File: src/rtl/mux21_pkg.sv
// Shared types for the two-class egress merger: FSM states and counter widths.
package mux21_pkg;

  localparam int DATA_W_DEF = 10;
  localparam int BURST_W    = 4;

  typedef enum logic [1:0] {
    IDLE,
    SERVE0,
    SERVE1
  } state_t;

endpackage

File: src/rtl/arb_rr2.sv
// Weighted round-robin pop arbiter for two class FIFOs; pop strobes are registered.
// Up to BURST pops from one class while the other waits; almost_full freezes state and counter.
module arb_rr2
  import mux21_pkg::*;
#(
  parameter int BURST = 4
) (
  input  logic clk,
  input  logic reset,
  input  logic fifo_empty_0,
  input  logic fifo_empty_1,
  input  logic almost_full,
  output logic pop_0,
  output logic pop_1
);

  localparam logic [BURST_W-1:0] BURST_MAX = BURST_W'(BURST);
  localparam logic [BURST_W-1:0] CNT_ONE   = BURST_W'(1);

  state_t             state, state_n;
  logic [BURST_W-1:0] burst_cnt, burst_cnt_n;
  logic               last, last_n;
  logic               pop_0_n, pop_1_n;
  logic               cur_cls, cur_empty, oth_empty;

  always_comb begin
    state_n     = state;
    burst_cnt_n = burst_cnt;
    last_n      = last;
    pop_0_n     = 1'b0;
    pop_1_n     = 1'b0;
    cur_cls     = (state == SERVE1);
    cur_empty   = cur_cls ? fifo_empty_1 : fifo_empty_0;
    oth_empty   = cur_cls ? fifo_empty_0 : fifo_empty_1;

    case (state)
      IDLE: begin
        if (!almost_full && !(fifo_empty_0 && fifo_empty_1)) begin
          burst_cnt_n = CNT_ONE;
          // last==1 means class 1 was served most recently, so class 0 wins a tie
          if (!fifo_empty_0 && (fifo_empty_1 || last)) begin
            state_n = SERVE0;
            pop_0_n = 1'b1;
          end else begin
            state_n = SERVE1;
            pop_1_n = 1'b1;
          end
        end
      end
      SERVE0, SERVE1: begin
        if (!almost_full) begin
          if (!cur_empty && (burst_cnt < BURST_MAX || oth_empty)) begin
            pop_0_n = !cur_cls;
            pop_1_n = cur_cls;
            if (burst_cnt < BURST_MAX) burst_cnt_n = burst_cnt + CNT_ONE;
          end else if (!oth_empty) begin
            state_n     = cur_cls ? SERVE0 : SERVE1;
            pop_0_n     = cur_cls;
            pop_1_n     = !cur_cls;
            burst_cnt_n = CNT_ONE;
            last_n      = cur_cls;
          end else begin
            state_n = IDLE;
            last_n  = cur_cls;
          end
        end
      end
      default: state_n = IDLE;
    endcase
  end

  always_ff @(posedge clk) begin
    if (reset) begin
      state     <= IDLE;
      burst_cnt <= '0;
      last      <= 1'b1;
      pop_0     <= 1'b0;
      pop_1     <= 1'b0;
    end else begin
      state     <= state_n;
      burst_cnt <= burst_cnt_n;
      last      <= last_n;
      pop_0     <= pop_0_n;
      pop_1     <= pop_1_n;
    end
  end

endmodule

File: src/rtl/mux21_rr_pop.sv
// Merges two class FIFOs into one tagged stream; pop at cycle N appears on out at N+2.
// almost_full stops new pops; words already popped are still delivered.
module mux21_rr_pop
  import mux21_pkg::*;
#(
  parameter int DATA_W = DATA_W_DEF,
  parameter int BURST  = 4
) (
  input  logic              clk,
  input  logic              reset,
  input  logic              fifo_empty_0,
  input  logic              fifo_empty_1,
  input  logic [DATA_W-1:0] in0,
  input  logic [DATA_W-1:0] in1,
  input  logic              almost_full,
  output logic              pop_0,
  output logic              pop_1,
  output logic [DATA_W-1:0] out,
  output logic              push_out,
  output logic              class_out
);

  logic rd_vld;
  logic rd_cls;

  arb_rr2 #(
    .BURST(BURST)
  ) u_arb (
    .clk         (clk),
    .reset       (reset),
    .fifo_empty_0(fifo_empty_0),
    .fifo_empty_1(fifo_empty_1),
    .almost_full (almost_full),
    .pop_0       (pop_0),
    .pop_1       (pop_1)
  );

  // rd_vld/rd_cls track the FIFO read-register stage so the right input is captured
  always_ff @(posedge clk) begin
    if (reset) begin
      rd_vld    <= 1'b0;
      rd_cls    <= 1'b0;
      out       <= '0;
      push_out  <= 1'b0;
      class_out <= 1'b0;
    end else begin
      rd_vld   <= pop_0 | pop_1;
      rd_cls   <= pop_1;
      push_out <= rd_vld;
      if (rd_vld) begin
        out       <= rd_cls ? in1 : in0;
        class_out <= rd_cls;
      end
    end
  end

endmodule
File: config.mk
export PLATFORM = sky130hd
export DESIGN_NAME = mux21_rr_pop
export DESIGN_NICKNAME = d
export VERILOG_FILES = /design/src/rtl/mux21_pkg.sv /design/src/rtl/arb_rr2.sv /design/src/rtl/mux21_rr_pop.sv
export SDC_FILE = /design/constraint.sdc
export NUM_CORES = 1
export LEC_CHECK = 0
export CAP_MARGIN = 0
export CORE_MARGIN = 2
export CORE_UTILIZATION = 49
export DETAILED_ROUTE_END_ITERATION = 10
export PLACE_DENSITY = 0.8
export SYNTH_ARGS = -nofsm -noshare
export SYNTH_HDL_FRONTEND = slang
export SYNTH_SLANG_ARGS = --single-unit
File: constraint.sdc
create_clock -name clk -period 2.9 [get_ports clk]
set_input_delay 0.58 -clock clk [delete_from_list [all_inputs] [get_ports clk]]
set_output_delay 0.58 -clock clk [all_outputs]
set_load 0.02 [all_outputs]
==> qor.csv, run 1 <==
metric,value,unit
outcome,"complete, no violations",
maxSlewHeadroom,52.8,%
synth_seq_cells,23,
yosys_warnings,0,
finalHoldWorstSlack,472,ps
drv_cap,0,
synth_area_leaders,"dfxtp_1 37%, mux2i_1 11%, a211oi_1 7.9%",
critPathKind,flip-flop to flip-flop,
place_congestion,0.943,
reg_top3,"out (10), u_arb.burst_cnt (4), u_arb.state (2)",
startpoint_type,flip-flop,
wirelength,2840,µm
finalSetupViolCount,0,
largest_register_ffs,10,
grt_max_degree,23,
clkSlewWorstSetupHoldPaths,110,ps
detail_route.first_pass.iterations,4,
post_drt_wl_per_cell,14.3,µm
synthToLayoutAreaGrowth,32.1,%
grt_first_pass_wirelength,4340,µm
grt_pass1_vias,1001,
place_hpwl,2220,µm
fp.dieW,54.2,µm
ys_types,44,
drv_slew,0,
worstSkewPairLatency,300,ps
holdBufCountCts,0,
start_util,50.8,%
hold_class,flip-flop to flip-flop,
die_h,54.2,µm
core,2430,µm²
die_area,2940,µm²
antennaDiodeCount,0,
max-vdd-ir-drop,0.609,mV
max_freq,447,MHz
pin_count,39,
seq_area_frac_synth,37.2,%
min_period_over_period,77.2,%
viasPerCell,5.67,
vias,1123,
yosysTopAreaCell,dfxtp_1,
drt_iter0_drc,21,
critPathRequiredTime,3100,ps
syn-mean-instance-area,9.23,µm²
synth_area,1240,µm²
track_usage,20.2,%
cts_setup_buffers,0,
cts_resized,0,
drive_gt1_share,4.76,%
layout.nets,199,
area.sequential,460,µm²
nFillCells,206,
numCtsBuffers,3,
syn_nets,164,
final_hold_viol_count,0,
cp-end-kind,flip-flop,
antenna_found_initial,0,
pwr_density_cell,713,nW/µm²
cts_tree,built,
finClkSkew,1.61,ps
synthArstFlopShare,0,%
htreeDepth,1,
cts-root-buf,clkbuf_4,
leakagePower,0.572,nW
ctsLongestPathBuffers,2,
regMostFlops,out,
overflow,0,
synth_top_area_share,37.2,%
drc,0,
ant_nets,0,
synth_edf_count,0,
synthCells,134,
post-route-min-period,2240,ps
layout_common_cells,"38 x clkdlybuf4s50_1, 23 x dfxtp_1, 18 x nor2_1",
mostFrequentLayoutCell,clkdlybuf4s50_1,
rsz0062_at_grt,false,
clock-sinks,23,
ys.flop_type,dfxtp_1,
multiInputGateArea,698,µm²
r2r_setup_slack,660,ps
worst-path-max-fanout,11,
timing.setup.tns,0,ps
crit_arrival,2440,ps
rows,18,
worst_pin_slew,706,ps
io_buffers,38,
-- worst paths after layout --
kind | startpoint | end | depth (start not counted)
max | u_arb.state[0]$_SDFFE_PP0P_ | u_arb.burst_cnt[0]$_SDFFE_PP0P_ | 6
min | u_arb.pop_0$_SDFF_PP0_ | rd_vld$_SDFF_PP0_ | 2
max reg2reg | u_arb.state[0]$_SDFFE_PP0P_ | u_arb.burst_cnt[0]$_SDFFE_PP0P_ | 6
min reg2reg | u_arb.pop_0$_SDFF_PP0_ | rd_vld$_SDFF_PP0_ | 2
-- layer usage --
layer  GRT usage (%)  part of all wire, %  vias up
met1            23.4                   40      518
met2            36.7                   50       41
met4            7.50                  1.2        0
met3            3.55                  8.7        4
li1                -                    -      560
met5               0                    0        -
-- final cells by class --
type | instances | share of cell area (%)
repair buffers | 39 | 23.8
flip-flops and latches | 23 | 28.2
well taps | 30 | 2.30
multi-input cells | 96 | 42.8
clock buffers | 4 | 1.61
inverters | 6 | 1.38
-- cells in the mapped netlist, drive strengths merged (3+ instances only) --
library cell / count
clkbuf: 4
mux2i: 14
o21ai: 5
inv: 6
buf: 5
nor2b: 3
dfxtp: 23
nand2: 6
ha: 5
a211oi: 13
nor2: 18
-- kinds of logic after synthesis --
kind of cell    count (synthesis)  synth area share (%)
buf+inv                        15                  6.27
simple gates                   42                  16.6
mux                            15                  12.9
compound gates                 34                  22.0
fa+ha+maj                       5                  5.06
flops                          23                  37.2
-- where the power goes --
group / total [mW] / switching, mW / internal [mW]
Combinational: 0.597 / 0.316 / 0.280
Clock: 0.139 / 0.0854 / 0.0536
Sequential: 0.428 / 0.0565 / 0.371
-- worst max-delay path, cell delays in order, from the launching register on --
cell	delay (ps)
dfxtp_1	370
inv_1	80
ha_1	440
nor2b_1	210
a222oi_1	620
a311oi_1	140
o221a_1	270
-- through the flow --
stage,setup WS (ps),instances,total power [mW],utilization (%),instance area [µm²]
floorplan,1030,134,0.871,-,1240
global placement,532,194,1.00,66.0,1610
detailed placement,442,194,1.03,66.0,1610
CTS,687,198,1.17,67.1,1630
global route,464,198,1.26,67.1,1630
finish,660,198,1.16,67.1,1630
(Power assumes the default switching activity.)
==> inputs of run 2 (changes only) <==
CORE_UTILIZATION = 41   (was 49)
PLACE_DENSITY = 0.71   (was 0.8)
clock period = 1.8 ns   (was 2.9 ns; I/O delays follow)
==> run 2 against run 1 <==
Compared with the run above: the run now ends with DRC left; routed wire length up 20%; die area up 18%; clock-buffer cell count down 1; register-to-register slack worse by 630 ps; sequential cell count unchanged; core utilization up 1.4 points; critical path type is now input port to flip-flop; critical endpoint is now u_arb.state[0]$_SDFFE_PP0P_.
==> qor.csv, run 2 (synthesis results as in run 1) <==
metric,value,unit
drc,7,
drive_gt1_share,24.5,%
numCtsBuffers,3,
fp.dieW,58.9,µm
critPathSlowestCell,clkdlybuf4s50_1,
antennaDiodeCount,0,
detail_route.first_pass.iterations,8,
grt_max_degree,23,
htreeDepth,1,
clkSlewWorstSetupHoldPaths,130,ps
p_int,1.54,mW
cts-root-buf,clkbuf_4,
synthToLayoutAreaGrowth,55.5,%
finalSetupViolCount,0,
path_cells,"clkdlybuf4s50_1, mux2_4, o211a_4, or3_4, a21oi_2",
rows,19,
post_drt_wl_per_cell,15.2,µm
pwr_density_cell,1290,nW/µm²
leakagePower,0.711,nW
outcome,"complete, but fails checks",
die_h,58.9,µm
p_seq_share,27.4,%
max_freq,565,MHz
hold_class,flip-flop to flip-flop,
finClkSkew,5.91,ps
ant_nets,0,
critPathRequiredTime,2060,ps
vias,1230,
track_usage,20.7,%
viasPerCell,5.52,
final_hold_viol_count,0,
p_comb_share,62.7,%
cts_tree,built,
reg_top3,"out (10), u_arb.burst_cnt (4), u_arb.state (2)",
drv_cap,0,
power,2.48,mW
place_hpwl,2500,µm
nFillCells,232,
layout.nets,223,
regMostFlops,out,
overflow,0,
grt_pass1_vias,1198,
place_congestion,0.902,
max-vdd-ir-drop,0.691,mV
layout_common_cells,"38 x clkdlybuf4s50_1, 23 x buf_4, 21 x dfxtp_1",
start_util,44.1,%
pin_count,39,
rsz0062_at_grt,true,
die_area,3470,µm²
drv_slew,0,
ctsLongestPathBuffers,2,
p_sw,0.942,mW
post-route-min-period,1770,ps
clock-sinks,23,
drt_iter0_drc,46,
min_period_over_period,98.3,%
grt_first_pass_wirelength,5490,µm
mostFrequentLayoutCell,clkdlybuf4s50_1,
crit_arrival,2030,ps
timing.setup.tns,0,ps
max_stage_delay,570,ps
core,2810,µm²
startpoint_type,input port,
holdBufCountCts,0,
cp-end-kind,flip-flop,
violations,DRC,
pwr-share-clk,9.9,%
worst_pin_slew,610,ps
io_buffers,38,
wirelength,3400,µm
utilization,68.5,%
maxSlewHeadroom,59.3,%
worst-path-max-fanout,8,
critPathKind,input port to flip-flop,
largest_register_ffs,10,
switching_share,38.0,%
antenna_found_initial,0,
worstSkewPairLatency,320,ps
run 2: per-stage QoR:
stage | hold WS (ps) | worst slack [ps] | std cells | instance area (µm²)
after floorplan | 444 | -48.4 | 134 | 1240
after global placement | 459 | -195 | 217 | 1770
after detailed placement | 470 | -233 | 217 | 1770
after CTS | 490 | 1.97 | 221 | 1850
after global routing | 510 | -39.8 | 223 | 1920
final | 480 | 30.3 | 223 | 1920
run 2: power by group through the flow:
stage	clock network (mW)	logic, mW	registers (mW)
2_1_floorplan	0	0.709	0.723
3_3_place_gp	0	1.22	0.673
3_5_place_dp	0	1.25	0.677
4_1_cts	0.250	1.37	0.667
5_1_grt	0.274	1.67	0.691
6_report	0.244	1.55	0.679
run 2: path summary, 6_finish.rpt:
check,from,to,slack (ps),depth (start not counted)
worst min register to register,u_arb.pop_0$_SDFF_PP0_,rd_vld$_SDFF_PP0_,480,2
worst max register to register,u_arb.state[1]$_SDFFE_PP0P_,u_arb.state[0]$_SDFFE_PP0P_,30,6
worst min-delay path,u_arb.pop_0$_SDFF_PP0_,rd_vld$_SDFF_PP0_,480,2
worst max-delay path,fifo_empty_1,u_arb.state[0]$_SDFFE_PP0P_,30,5
run 2: layout make-up:
| class | count | area (µm²) | share of cell area, % |
|---|---|---|---|
| clock buffer | 3 | 22.5 | 1.17 |
| clock inverter | 1 | 5.00 | 0.260 |
| inverter | 6 | 27.5 | 1.43 |
| multi-input combinational | 96 | 787 | 41.0 |
| sequential | 23 | 465 | 24.2 |
| tap | 31 | 38.8 | 2.02 |
| timing repair buffer | 63 | 576 | 29.9 |
run 2: critical path, delay by kind of cell:
kind	cells	cell delay, ps
AOI/OAI and AO/OA	2	380
muxes	1	350
and+or+nand+nor	1	370
buffers and inverters	1	570
run 2: routing by layer:
metal	track usage, %	wire, µm	vias to the layer above
met5	0	0	-
met4	8.44	53	0
met3	4.18	260	7
met2	36.0	1700	48
met1	24.6	1390	567
li1	-	-	608
run 2: repair_timing:
| action | 4_1_cts | 5_1_grt |
|---|---|---|
| gates resized for setup | 8 | 14 |
| setup endpoints to repair | 5 | 5 |
| pin swaps | 1 | 3 |
| setup buffers | 0 | 2 |
==> inputs of run 3 (changes only) <==
==> constraint.sdc (replaced) <==
create_clock -name clk -period 1.8 [get_ports clk]
set_input_delay 0.36 -clock clk [delete_from_list [all_inputs] [get_ports clk]]
set_output_delay 0.36 -clock clk [all_outputs]
set_load 0.005 [all_outputs]
==> results of run 3 <==
The final DEF is identical to that of run 2. Status: complete, but fails checks: DRC.
Among the figures that moved: total power 2.48 mW -> 2.42 mW; worst IR drop on VDD 0.691 mV -> 0.687 mV
